`config.mk`:
```
export PLATFORM = sky130hd
export DESIGN_NAME = xif_instr_tracker
export DESIGN_NICKNAME = d
export VERILOG_FILES = /design/src/rtl/xif_instr_tracker.sv
export SDC_FILE = /design/constraint.sdc
export NUM_CORES = 1
export LEC_CHECK = 0
export ABC_AREA = 0
export CAP_MARGIN = 20
export CELL_PAD_IN_SITES_DETAIL_PLACEMENT = 0
export CELL_PAD_IN_SITES_GLOBAL_PLACEMENT = 1
export CORE_MARGIN = 5
export CORE_UTILIZATION = 25
export DETAILED_ROUTE_END_ITERATION = 10
export PLACE_DENSITY = 0.56
export SLEW_MARGIN = 20
export SYNTH_ARGS = -nofsm -noshare
export SYNTH_HDL_FRONTEND = slang
export SYNTH_SLANG_ARGS = --single-unit
```
`constraint.sdc`:
```
create_clock -name clk -period 22.6 [get_ports clk]
set_input_delay 4.52 -clock clk [delete_from_list [all_inputs] [get_ports clk]]
set_output_delay 4.52 -clock clk [all_outputs]
set_load 0.005 [all_outputs]
```
`src/rtl/xif_instr_tracker.sv`:
```
// Tracks offloaded instructions in issue order and returns their results in that same order.
// Latency: a result appears one cycle after the later of its commit and its done; retiring an entry takes one cycle.
// Backpressure: the result is held stable while result_ready is low; issue_ready drops when the tracker is full or issue_id is already live.
//
// Ports:
//   clk, rst                    : clock; asynchronous active-high reset
//   issue_*                     : accepts a new offload (id, writeback flag, destination rd)
//   commit_*                    : commits or kills a live entry by id (may target the entry issued the same cycle)
//   done_*                      : execution result (data, exception) for a live, non-killed entry
//   result_*                    : in-order result of the head entry; all fields read 0 while result_valid is low
//   occupancy, proto_err        : live entry count; sticky flag for bad commits
module xif_instr_tracker #(
    parameter int X_ID_WIDTH  = 4,
    parameter int DEPTH       = 4,
    parameter int X_RFW_WIDTH = 32
) (
    input  logic                       clk,
    input  logic                       rst,
    input  logic                       issue_valid,
    output logic                       issue_ready,
    input  logic [X_ID_WIDTH-1:0]      issue_id,
    input  logic                       issue_writeback,
    input  logic [4:0]                 issue_rd,
    input  logic                       commit_valid,
    input  logic [X_ID_WIDTH-1:0]      commit_id,
    input  logic                       commit_kill,
    input  logic                       done_valid,
    input  logic [X_ID_WIDTH-1:0]      done_id,
    input  logic [X_RFW_WIDTH-1:0]     done_data,
    input  logic                       done_exc,
    input  logic [5:0]                 done_exccode,
    output logic                       result_valid,
    input  logic                       result_ready,
    output logic [X_ID_WIDTH-1:0]      result_id,
    output logic [X_RFW_WIDTH-1:0]     result_data,
    output logic [4:0]                 result_rd,
    output logic                       result_we,
    output logic                       result_exc,
    output logic [5:0]                 result_exccode,
    output logic [$clog2(DEPTH):0]     occupancy,
    output logic                       proto_err
);

    localparam int PW = (DEPTH > 1) ? $clog2(DEPTH) : 1;
    localparam int OW = $clog2(DEPTH) + 1;

    logic [DEPTH-1:0]       live_q, live_d, wb_q, wb_d, cmt_q, cmt_d;
    logic [DEPTH-1:0]       kill_q, kill_d, done_q, done_d, exc_q, exc_d;
    logic [X_ID_WIDTH-1:0]  id_q [DEPTH];
    logic [X_ID_WIDTH-1:0]  id_d [DEPTH];
    logic [4:0]             rd_q [DEPTH];
    logic [4:0]             rd_d [DEPTH];
    logic [X_RFW_WIDTH-1:0] data_q [DEPTH];
    logic [X_RFW_WIDTH-1:0] data_d [DEPTH];
    logic [5:0]             xc_q [DEPTH];
    logic [5:0]             xc_d [DEPTH];
    logic [PW-1:0]          head_q, head_d, tail_q, tail_d;
    logic [OW-1:0]          occ_q, occ_d;
    logic                   perr_q, perr_d;

    logic issue_dup, issue_acc, retire, res_vld;
    logic commit_hit, commit_dup, commit_new;

    always_comb begin
        live_d = live_q;  wb_d = wb_q;  cmt_d = cmt_q;
        kill_d = kill_q;  done_d = done_q;  exc_d = exc_q;
        id_d = id_q;  rd_d = rd_q;  data_d = data_q;  xc_d = xc_q;
        head_d = head_q;  tail_d = tail_q;  occ_d = occ_q;  perr_d = perr_q;
        issue_dup  = 1'b0;
        commit_hit = 1'b0;
        commit_dup = 1'b0;
        commit_new = 1'b0;

        // Live ids are unique, so at most one entry matches any id lookup.
        for (int i = 0; i < DEPTH; i++) begin
            if (live_q[i] && id_q[i] == issue_id) begin
                issue_dup = 1'b1;
            end
        end
        issue_ready = !rst && (occ_q < OW'(DEPTH)) && !issue_dup;
        issue_acc   = issue_valid && issue_ready;

        res_vld = live_q[head_q] && cmt_q[head_q] && !kill_q[head_q] && done_q[head_q];
        // A killed head drains on its own; a good head waits for the consumer.
        retire  = live_q[head_q] && cmt_q[head_q] && (kill_q[head_q] || (done_q[head_q] && result_ready));

        if (commit_valid) begin
            for (int i = 0; i < DEPTH; i++) begin
                if (live_q[i] && id_q[i] == commit_id) begin
                    commit_hit = 1'b1;
                    if (cmt_q[i]) begin
                        commit_dup = 1'b1;
                    end else begin
                        cmt_d[i]  = 1'b1;
                        kill_d[i] = commit_kill;
                    end
                end
            end
            // Commit may land on the entry being issued in this very cycle.
            commit_new = !commit_hit && issue_acc && (issue_id == commit_id);
            if ((!commit_hit && !commit_new) || commit_dup) begin
                perr_d = 1'b1;
            end
        end

        if (done_valid) begin
            for (int i = 0; i < DEPTH; i++) begin
                if (live_q[i] && !kill_q[i] && id_q[i] == done_id) begin
                    done_d[i] = 1'b1;
                    data_d[i] = done_data;
                    exc_d[i]  = done_exc;
                    xc_d[i]   = done_exccode;
                end
            end
        end

        if (retire) begin
            live_d[head_q] = 1'b0;
            head_d         = head_q + PW'(1);
        end

        // Tail never aliases a live head here: issue is refused when full.
        if (issue_acc) begin
            live_d[tail_q] = 1'b1;
            id_d[tail_q]   = issue_id;
            wb_d[tail_q]   = issue_writeback;
            rd_d[tail_q]   = issue_rd;
            cmt_d[tail_q]  = commit_new;
            kill_d[tail_q] = commit_new && commit_kill;
            done_d[tail_q] = 1'b0;
            tail_d         = tail_q + PW'(1);
        end

        occ_d = occ_q + OW'(issue_acc) - OW'(retire);

        result_valid   = res_vld;
        result_id      = res_vld ? id_q[head_q]   : '0;
        result_data    = res_vld ? data_q[head_q] : '0;
        result_rd      = res_vld ? rd_q[head_q]   : '0;
        result_we      = res_vld && wb_q[head_q] && !exc_q[head_q];
        result_exc     = res_vld && exc_q[head_q];
        result_exccode = res_vld ? xc_q[head_q]   : '0;
        occupancy      = occ_q;
        proto_err      = perr_q;
    end

    always_ff @(posedge clk or posedge rst) begin
        if (rst) begin
            live_q <= '0;  wb_q <= '0;  cmt_q <= '0;
            kill_q <= '0;  done_q <= '0;  exc_q <= '0;
            for (int i = 0; i < DEPTH; i++) begin
                id_q[i]   <= '0;
                rd_q[i]   <= '0;
                data_q[i] <= '0;
                xc_q[i]   <= '0;
            end
            head_q <= '0;  tail_q <= '0;  occ_q <= '0;  perr_q <= 1'b0;
        end else begin
            live_q <= live_d;  wb_q <= wb_d;  cmt_q <= cmt_d;
            kill_q <= kill_d;  done_q <= done_d;  exc_q <= exc_d;
            id_q <= id_d;  rd_q <= rd_d;  data_q <= data_d;  xc_q <= xc_d;
            head_q <= head_d;  tail_q <= tail_d;  occ_q <= occ_d;  perr_q <= perr_d;
        end
    end

endmodule
```
* Word-level counts from Yosys, hierarchy flattened
Cells that the tools add are included.
** Word-level totals
- Bits in registers :: 220
- Input bits :: 64
- Output and inout port bits :: 55
- Word-level logic and storage cells :: 196
** Cells by class
- Add/sub/neg operators :: 4
- Magnitude comparators :: 8
- Equal/unequal tests :: 13
- Muxes and demuxes :: 84
- Bitwise logic cells :: 7
- Reductions and logical operators :: 51
** Operators with widths (number)
- 32-bit two-way mux :: 3
- 32-bit binary-select mux with 2-bit select :: 1
- 4-bit == test :: 13
- 4-bit two-way mux :: 12
- 1-bit two-way mux :: 43
- 1-bit logical AND :: 34
- 20-bit bitwise mux :: 1
- 5-bit two-way mux :: 4
- 6-bit two-way mux :: 3
- 16-bit bitwise mux :: 1
- 1-bit binary-select mux with 2-bit select :: 6
- 6-bit binary-select mux with 2-bit select :: 1
- 4-bit bitwise mux :: 3
- 5-bit binary-select mux with 2-bit select :: 1
- 5-bit demux with 2-bit select :: 1
- 1-bit logical NOT :: 10
- 2-bit AND reduction :: 5
- 4-bit bitwise AND :: 2
- 4-bit binary-select mux with 2-bit select :: 1
- 4-bit demux with 2-bit select :: 1
- 4-bit inverter :: 2
- 3-bit >= comparator (second input constant) :: 2
- 2-bit by 3-bit < comparator with 1-bit output (second input constant) :: 2
- 2-bit inverter with 3-bit output :: 2
- other kinds (9) :: 13

* Longest topological paths before layout
Gate-level depths: netlist (run 1).
- Depth after elaboration :: 15
- Mapped depth :: 12
- Depth with buffers taken out :: 11

* Least setup slack after synthesis (run 1)
OpenSTA, ideal clock, no wires.
- Path type :: input -> output
- From :: in issue_id[2]
- To :: out issue_ready
- Arrival time :: 5.488 ns
- Required time :: 18.080 ns
- Setup slack :: 12.592 ns
- Cell stages on the path :: 5
- Buffers on the path :: 1
- Path through :: buf_4 -> xor2_1 -> a2111o_1 -> o22ai_1 -> nor3_1
** On the way
- Longest elaborated chain between the ends :: 8
- Elaborated cells between the ends (all ways) :: 14
- Those cells by class :: eq/ne (4); mux (4); reduce/logical (6)
** RTL lines
- start: declaration :: line 21 : input logic [X_ID_WIDTH-1:0] issue_id,
- 4-bit == test :: line 76 : if (live_q[i] && id_q[i] == issue_id) begin
- 1-bit logical AND :: line 76
- 1-bit two-way mux (3 in a row) :: line 76
- 1-bit two-way mux * :: line 76
- 1-bit logical NOT * :: line 80 : issue_ready = !rst && (occ_q < OW'(DEPTH)) && !issue_dup;
- 1-bit logical AND * :: line 80
- end: declaration :: line 20 : output logic issue_ready,
Mark *: on every way between the ends. The rest lies on a longest branch, timed or not.

* Worst setup path after layout (run 1)
Ends and elaborated chain as after synthesis.

==> results of run 1 <==
-- stage by stage --
| stage | cell area (um2) | hold WS, ns | setup WS (ns) | instances |
|---|---|---|---|---|
| 2_1_floorplan | 10800 | 0.451 | 12.06 | 757 |
| 3_3_place_gp | 12500 | 0.445 | 11.33 | 1416 |
| 3_5_place_dp | 12500 | 0.451 | 11.35 | 1417 |
| 4_1_cts | 13600 | 0.466 | 11.34 | 1469 |
| 5_1_grt | 13600 | 0.488 | 11.19 | 1469 |
| 6_report | 13600 | 0.458 | 11.32 | 1471 |
-- worst max-delay path by stage --
stage	to	start	slack [ns]
6_report	issue_ready	issue_id[2]	11.32
5_1_grt	issue_ready	issue_id[0]	11.19
4_1_cts	issue_ready	issue_id[2]	11.34
3_5_place_dp	issue_ready	issue_id[2]	11.35
3_3_place_gp	issue_ready	issue_id[2]	11.33
2_1_floorplan	cmt_q[0]	rst	12.06
-- worst max-delay path: stages --
cell,delay (ns)
clkdlybuf4s50_1,0.65
xor2_1,0.26
nor4_1,0.66
nor3_1,0.17
clkdlybuf4s50_1,0.49
-- layout make-up --
class | instances | area (um2) | share of cell area [%]
multi-input cells | 467 | 4950 | 36.5
repair buffers | 128 | 1260 | 9.31
diodes | 2 | 5.00 | 0.0369
inverters | 17 | 71.3 | 0.525
clock buffers | 43 | 837 | 6.16
clock inverters | 9 | 209 | 1.54
flip-flops and latches | 220 | 5510 | 40.6
well taps | 585 | 732 | 5.39
-- sequential cells by signal (all words and copies together) (netlist names) --
register and count:
cmt_q 4, data_q 128, done_q 4, exc_q 4, head_q 2, id_q 16
kill_q 4, live_q 4, occupancy 3, proto_err 1, rd_q 20, tail_q 2
wb_q 4, xc_q 24
-- cells by family (layout without fill, tap and decap cells) --
| group | Yosys count | after routing | synth area share [%] |
|---|---|---|---|
| multiplexers | 248 | 248 | 31.4 |
| buffers and inverters | 70 | 197 | 3.11 |
| AO/OA/AOI/OAI | 35 | 35 | 2.41 |
| adder cells (fa/ha/maj) | 11 | 11 | 1.35 |
| XOR/XNOR | 53 | 53 | 4.30 |
| AND/OR/NAND/NOR | 120 | 120 | 6.38 |
| other | 0 | 2 | 0 |
| flip-flops | 220 | 220 | 51.0 |
-- synth_stat cells (4+ instances only) --
master | count | share of area [%]
clkbuf_1 | 19 | 0.66
inv_1 | 17 | 0.59
nand4_1 | 4 | 0.23
buf_4 | 5 | 0.35
a21oi_1 | 5 | 0.23
nor2b_1 | 50 | 2.9
mux2i_1 | 4 | 0.37
a21bo_2 | 4 | 0.37
nand3_1 | 7 | 0.32
buf_6 | 4 | 0.42
or4_1 | 5 | 0.35
mux2_2 | 186 | 19
nor3_1 | 7 | 0.32
xor2_1 | 26 | 2.1
a21boi_0 | 4 | 0.28
nor4_1 | 6 | 0.35
nand2_1 | 28 | 0.97
buf_1 | 22 | 0.77
mux2_4 | 7 | 0.97
ha_1 | 10 | 1.2
o21ai_0 | 8 | 0.37
mux4_2 | 50 | 10
xnor2_1 | 27 | 2.2
dfrtp_1 | 220 | 51
-- power by group --
part / internal [mW] / switching (mW)
registers: 0.394 / 0.000171
clock network: 0.322 / 0.174
logic: 0.0134 / 0.0185
total: 0.730 / 0.193
-- routing by layer --
layer / part of all wire [%] / up-vias
li1: - / 2943
met1: 48 / 3404
met2: 46 / 130
met3: 4.6 / 31
met4: 1.8 / 0
met5: 0 / -
==> flow_summary_export.csv, run 1 <==
group,metric,value,unit
worst_setup_path,reg2reg_from,"head_q[0]",
placement,dp_hpwl,17200,um
global_route,met1_usage,16.7,%
cts,clock_sinks,220,
global_route,overflow,0,
cts,path_clk_slew,0.06,ns
sta,hold_violations,0,
cts,cts-root-buf,"clkbuf_16",
yosys,synth_cell_types,48,
cts,htree_levels,1,
routing,drt_iter0_drc,288,
yosys,syn_inst,757,
outcome,status,"complete, no violations",
worst_setup_path,crit_required,18.08,ns
global_route,top_usage_layer,"met2",
worst_setup_path,path_max_fanout,9,
floorplan,start_util,25.2,%
global_route,grt_pass1_wl,43700,um
cts,tritoncts,"built",
cts,cts_hold_buf,0,
cts,cts_resized,0,
yosys,synthesis.area,10800,um2
global_route,gr-usage-met2,18.6,%
sta,skew,0.0139,ns
routing,antenna_left,0,
power_and_ir_drop,p_per_area,68.0,nW/um2
global_route,grt_util_met3,2.67,%
run,maxCapViolations,0,
power_and_ir_drop,vdd_ir_drop_max,47.8,uV
routing,vias,6508,
sta,worstMarginPinSlew,0.994,ns
sta,post-route-min-period,11.28,ns
hold_path,hp-start,"proto_err",
yosys,syn_nets,832,
global_route,antenna_found_initial,3,
sta,max_freq,0.0887,GHz
worst_setup_path,r2r_slack,19.66,ns
placement,portBuffers,118,
power_and_ir_drop,total_power,0.923,mW
yosys,synthArstFlopShare,100,%
routing,wl_per_cell,18.9,um
floorplan,die_area,47400,um2
worst_setup_path,reg2reg_depth,9,
cts,post_cts_buffers,0,
global_route,track_usage,11.7,%
cells_and_area,final_layout_size_suffix_gt1_share,34.7,%
yosys,synth_ff_type,"dfrtp_1",
sta,setup_tns,0,ns
cells_and_area,area_growth,25.8,%
sta,setup_viol,0,
yosys,synth_warnings,0,
routing,dr.pass1.iters,4,
cells_and_area,final_nets,937,
power_and_ir_drop,power_leakage,6.24,nW
floorplan,boundaryPins,119,
worst_setup_path,arrival,6.76,ns
floorplan,core_area,42900,um2
hold_path,hold_class,"flip-flop to flip-flop",
cells_and_area,postLayoutCoreUtil,31.7,%
yosys,ys_seq_area_share,51.0,%
floorplan,die_w,218,um
routing,viasPerCell,4.42,
hold_path,whs_endpoint,"proto_err",
global_route,grt_max_degree,85,
placement,globalplace.congestion,0.742,
sta,report.final.slew_viol_count,0,
worst_setup_path,r2r_end,"occupancy[2]",
routing,wirelength,27900,um
cells_and_area,layout_common_cells,"dfrtp_1, mux2_2, clkdlybuf4s50_1, nor2b_1, mux4_2",
cts,cts_buffer_depth,3,
sta,final.period_utilization,49.9,%
global_route,grt_pass1_vias,6988,
cts,clk_latency,0.55,ns
yosys,synth_seq_cells,220,
cells_and_area,fillers,4289,
cts,numCtsBuffers,28,
yosys,syn_avg_cell_area,14.3,um2
sta,maxSlewHeadroom,33.7,%
floorplan,rows,76,
cells_and_area,final_common_cell,"dfrtp_1",
worst_setup_path,criticalPathCategory,"input port to primary output",
worst_setup_path,endpoint_kind,"primary output",
worst_setup_path,start_kind,"input port",
routing,drc_errors,0,
yosys,synth_edf_count,0,
floorplan,fp.dieH,218,um
sta,rsz0062_at_grt,"false",
hold_path,whs_path_depth,1,
No activity file was read; power rests on OpenSTA's default activity.
==> run 2: changes to the inputs <==
PLACE_DENSITY = 0.58   (was 0.56)
clock period = 10.3 ns   (was 22.6 ns; I/O delays follow)
==> flow_summary_export.csv, run 2 (synthesis results as in run 1) <==
group,metric,value,unit
outcome,status,"complete, no violations",
floorplan,die_w,218,um
cts,clock_sinks,220,
cts,path_clk_slew,0.06,ns
cts,clk_latency,0.55,ns
global_route,overflow,0,
cells_and_area,largest_reg_flops,128,
worst_setup_path,path_max_fanout,42,
hold_path,hold_class,"flip-flop to flip-flop",
sta,hold_violations,0,
floorplan,die_area,47400,um2
worst_setup_path,endpoint_kind,"primary output",
cts,cts_resized,0,
power_and_ir_drop,p_switching,0.411,mW
routing,drt_iter0_drc,288,
cts,cts-root-buf,"clkbuf_16",
routing,drc_errors,0,
placement,portBuffers,118,
cells_and_area,fillers,4341,
sta,skew,0.0111,ns
placement,dp_slack,4.00,ns
sta,setup_ws,3.94,ns
sta,hold_slack,0.498,ns
sta,report.final.slew_viol_count,0,
sta,final.period_utilization,61.8,%
global_route,grt_pass1_vias,7047,
cells_and_area,layout_common_cells,"dfrtp_1, mux2_2, clkdlybuf4s50_1, nor2b_1, mux4_2",
placement,dp_hpwl,17000,um
cells_and_area,final_nets,935,
global_route,grt_max_degree,81,
floorplan,start_util,25.2,%
routing,wl_per_cell,19.0,um
power_and_ir_drop,p_comb_share,3.7,%
routing,wirelength,27800,um
sta,worstMarginPinSlew,1.01,ns
routing,dr.pass1.iters,4,
routing,viasPerCell,4.43,
cts,cts_buffer_depth,3,
worst_setup_path,arrival,4.30,ns
power_and_ir_drop,power_leakage,6.14,nW
floorplan,boundaryPins,119,
power_and_ir_drop,switching_share,22.1,%
power_and_ir_drop,power_frac_seq,46.5,%
sta,maxSlewHeadroom,32.5,%
placement,globalplace.congestion,0.723,
cells_and_area,area_growth,24.1,%
run,maxCapViolations,0,
worst_setup_path,start_kind,"flip-flop",
power_and_ir_drop,internal_power,1.45,mW
sta,setup_tns,0,ns
placement,dp_cells,1416,
cells_and_area,top_register,"data_q",
power_and_ir_drop,p_per_area,139,nW/um2
worst_setup_path,crit_required,8.24,ns
cells_and_area,instances_no_fill,1465,
cts,tritoncts,"built",
worst_setup_path,criticalPathCategory,"flip-flop to primary output",
cells_and_area,final_common_cell,"dfrtp_1",
floorplan,rows,76,
cells_and_area,final_layout_size_suffix_gt1_share,34.2,%
cts,numCtsBuffers,27,
cells_and_area,multi_input_area,4950,um2
cts,cts_hold_buf,0,
global_route,antenna_found_initial,2,
power_and_ir_drop,vdd_ir_drop_max,108,uV
sta,max_freq,0.157,GHz
global_route,grt_pass1_wl,43800,um
sta,rsz0062_at_grt,"false",
cells_and_area,reg_top3,"data_q x128, xc_q x24, rd_q x20",
sta,post-route-min-period,6.36,ns
cells_and_area,seq_area,5510,um2
power_and_ir_drop,total_power,1.86,mW
floorplan,core_area,42900,um2
cts,htree_levels,1,
floorplan,fp.dieH,218,um
sta,setup_viol,0,
routing,vias,6492,
cts,post_cts_buffers,0,
power_and_ir_drop,pwr-share-clk,49.8,%
routing,antenna_left,0,
global_route,track_usage,11.8,%
## run 2: cell types whose count changed in the layout (fill, tap and decap cells not counted), sizes merged
cell,before,now
diode,2,1
buf,10,9
inv,17,18
clkbuf,43,42
clkinvlp,1,3
bufinv,6,1
clkinv,2,1
## run 2: path summary, 6_finish.rpt
path,from,end,slack (ns),cells after the start
worst max-delay path,head_q[1],result_we,3.94,6
worst min-delay path,xc_q[9],xc_q[9],0.50,1
worst max register to register,head_q[1],occupancy[2],6.50,10
worst min register to register,xc_q[9],xc_q[9],0.50,1
max in group asynchronous,rst,data_q[95],6.96,3
min in group asynchronous,rst,id_q[5],2.00,2
## run 2: area by class of cell
class | instances | area share (%)
timing repair buffer | 127 | 9.36
inverter | 17 | 0.533
clock buffer | 42 | 5.99
clock inverter | 6 | 0.495
sequential | 220 | 41.2
antenna | 1 | 0.0187
tap | 585 | 5.47
multi-input combinational | 467 | 37.0
## run 2: metrics by stage
stage	instance area [um2]	util [%]
2_1_floorplan	10800	-
3_3_place_gp	12500	29.2
3_5_place_dp	12500	29.2
4_1_cts	13400	31.2
5_1_grt	13400	31.2
6_report	13400	31.2
## run 2: layer usage
metal / routed length (um) / track usage [%] / part of all wire, % / up-vias
li1: - / - / - / 2953
met1: 13300 / 16.9 / 48 / 3383
met2: 12900 / 18.7 / 47 / 119
met3: 1090 / 2.28 / 3.9 / 37
met4: 517 / 2.32 / 1.9 / 0
met5: 0 / 0 / 0 / -
## run 2: critical path, stage by stage, from the launching register on
cell and delay (ns):
dfrtp_2 0.87, buf_4 0.60, mux4_2 0.40, or3b_2 0.62, buf_4 0.38, nor3b_1 0.31
clkdlybuf4s50_1 0.55
## run 2: power groups by stage
stage	combinational (mW)	clock [mW]	sequential (mW)
2_1_floorplan	0.0292	0	0.881
3_3_place_gp	0.0716	0	0.881
3_5_place_dp	0.0716	0	0.881
4_1_cts	0.0721	0.964	0.865
5_1_grt	0.0785	0.999	0.865
6_report	0.0697	0.928	0.865
==> run 3: changes to the inputs <==
clock period = 5.55 ns   (was 10.3 ns; I/O delays follow)
==> flow_summary_export.csv, run 3 (synthesis results as in run 1) <==
group,metric,value,unit
cts,htree_levels,1,
floorplan,boundaryPins,119,
cells_and_area,layout_common_cells,"dfrtp_1, mux2_2, clkdlybuf4s50_1, nor2b_1, mux4_2",
sta,worstMarginPinSlew,1.02,ns
sta,hold_slack,0.455,ns
worst_setup_path,criticalPathCategory,"flip-flop to primary output",
worst_setup_path,start_kind,"flip-flop",
hold_path,hold_class,"flip-flop to flip-flop",
global_route,overflow,0,
sta,post-route-min-period,4.65,ns
power_and_ir_drop,pwr-share-clk,50.1,%
floorplan,start_util,25.2,%
floorplan,die_w,218,um
global_route,track_usage,11.6,%
global_route,grt_pass1_wl,43200,um
sta,max_freq,0.215,GHz
placement,dpl_cell_area,12600,um2
worst_setup_path,r2r_end,"occupancy[2]",
global_route,grt_max_degree,124,
worst_setup_path,path_max_fanout,26,
routing,dr.pass1.iters,6,
cts,numCtsBuffers,27,
routing,viasPerCell,4.42,
worst_setup_path,r2r_slack,2.59,ns
outcome,status,"complete, no violations",
cts,path_clk_slew,0.06,ns
cells_and_area,top_register,"data_q",
power_and_ir_drop,vdd_ir_drop_max,223,uV
power_and_ir_drop,switching_share,21.9,%
run,maxCapViolations,0,
floorplan,rows,76,
worst_setup_path,crit_required,4.44,ns
hold_path,whs_path_depth,1,
hold_path,whs_endpoint,"proto_err",
cts,clock_sinks,220,
cts,cts_resized,0,
routing,drt_iter0_drc,248,
routing,wirelength,27400,um
cells_and_area,final_common_cell,"dfrtp_1",
global_route,grt_pass1_vias,7157,
routing,antenna_left,0,
floorplan,fp.dieH,218,um
cts,cts-root-buf,"clkbuf_16",
cells_and_area,largest_reg_flops,128,
cts,cts_buffer_depth,3,
sta,skew,0.0148,ns
worst_setup_path,endpoint_kind,"primary output",
cts,post_cts_buffers,0,
sta,setup_tns,0,ns
sta,maxSlewHeadroom,32.0,%
routing,wl_per_cell,18.7,um
routing,vias,6494,
sta,setup_viol,0,
routing,drc_errors,0,
sta,rsz0062_at_grt,"false",
worst_setup_path,critical_path.cell_chain,"mux4_2, or3b_2, buf_4, nor2b_1, clkdlybuf4s50_1",
floorplan,die_area,47400,um2
cts,cts_hold_buf,0,
placement,portBuffers,118,
placement,dp_cells,1420,
power_and_ir_drop,power_frac_seq,46.1,%
worst_setup_path,crit_path_max_incr_delay,0.80,ns
cells_and_area,reg_top3,"data_q x128, xc_q x24, rd_q x20",
power_and_ir_drop,internal_power,2.72,mW
cells_and_area,diodes,0,
cts,clk_latency,0.54,ns
sta,final.period_utilization,83.8,%
worst_setup_path,reg2reg_depth,9,
placement,dp_hpwl,17700,um
worst_setup_path,reg2reg_from,"head_q[0]",
power_and_ir_drop,p_switching,0.761,mW
hold_path,hp-start,"proto_err",
power_and_ir_drop,p_comb_share,3.8,%
global_route,antenna_found_initial,0,
worst_setup_path,slowest_stage,"or3b_2",
cells_and_area,area_growth,24.7,%
sta,hold_violations,0,
power_and_ir_drop,power_leakage,6.17,nW
cells_and_area,final_layout_size_suffix_gt1_share,34.7,%
floorplan,core_area,42900,um2
power_and_ir_drop,p_per_area,259,nW/um2
worst_setup_path,arrival,3.54,ns
cells_and_area,design_area,13500,um2
cells_and_area,final_nets,939,
sta,report.final.slew_viol_count,0,
placement,globalplace.congestion,0.725,
cts,tritoncts,"built",
cells_and_area,instances_no_fill,1470,
## run 3: cell count changes in the layout (fill, tap and decap cells not counted), sizes merged
cell	delta
clkinv	+2
clkbuf	-2
clkinvlp	+2
bufinv	+1
diode	-1
inv	-1
buf	+4
## run 3: worst max-delay path: cells and delay by family, from the launching register on
kind                   cells  cell delay, ns
muxes                      1            0.54
buffers and inverters      2            0.92
DFF                        1            0.57
and+or+nand+nor            2            0.97
## run 3: worst max path at each step
stage	cells after the start	start	slack [ns]	endpoint
6_report	5	head_q[0]	0.90	result_data[24]
5_1_grt	5	head_q[0]	0.66	result_exccode[5]
4_1_cts	5	head_q[0]	0.75	result_data[24]
3_5_place_dp	6	issue_id[0]	1.15	issue_ready
3_3_place_gp	6	issue_id[2]	1.10	issue_ready
2_1_floorplan	1	rst	1.57	cmt_q[0]
## run 3: cell type report
cell class,instances,area (um2)
multi-input cells,467,4950
inverters,17,67.6
flip-flops and latches,220,5510
well taps,585,732
fillers,4335,29400
repair buffers,131,1300
clock inverters,10,114
clock buffers,40,774
## run 3: power groups by stage
stage	sequential [mW]	combinational, mW	clock (mW)
floorplan	1.64	0.0544	0
global placement	1.63	0.135	0
detailed placement	1.63	0.135	0
CTS	1.61	0.135	1.81
global route	1.60	0.146	1.88
finish	1.61	0.131	1.74
## run 3: per-stage QoR
stage	util, %	power [mW]	worst slack, ns
floorplan	-	1.69	1.57
global placement	29.3	1.77	1.10
detailed placement	29.3	1.77	1.15
CTS	31.4	3.55	0.747
global route	31.4	3.63	0.662
finish	31.4	3.48	0.897
## run 3: per-layer routing
| layer | wire length (um) | vias up | GRT usage, % |
|---|---|---|---|
| met3 | 1000 | 31 | 2.24 |
| met2 | 12900 | 125 | 18.8 |
| li1 | - | 2942 | - |
| met4 | 414 | 0 | 1.88 |
| met5 | 0 | - | 0 |
| met1 | 13100 | 3396 | 16.6 |
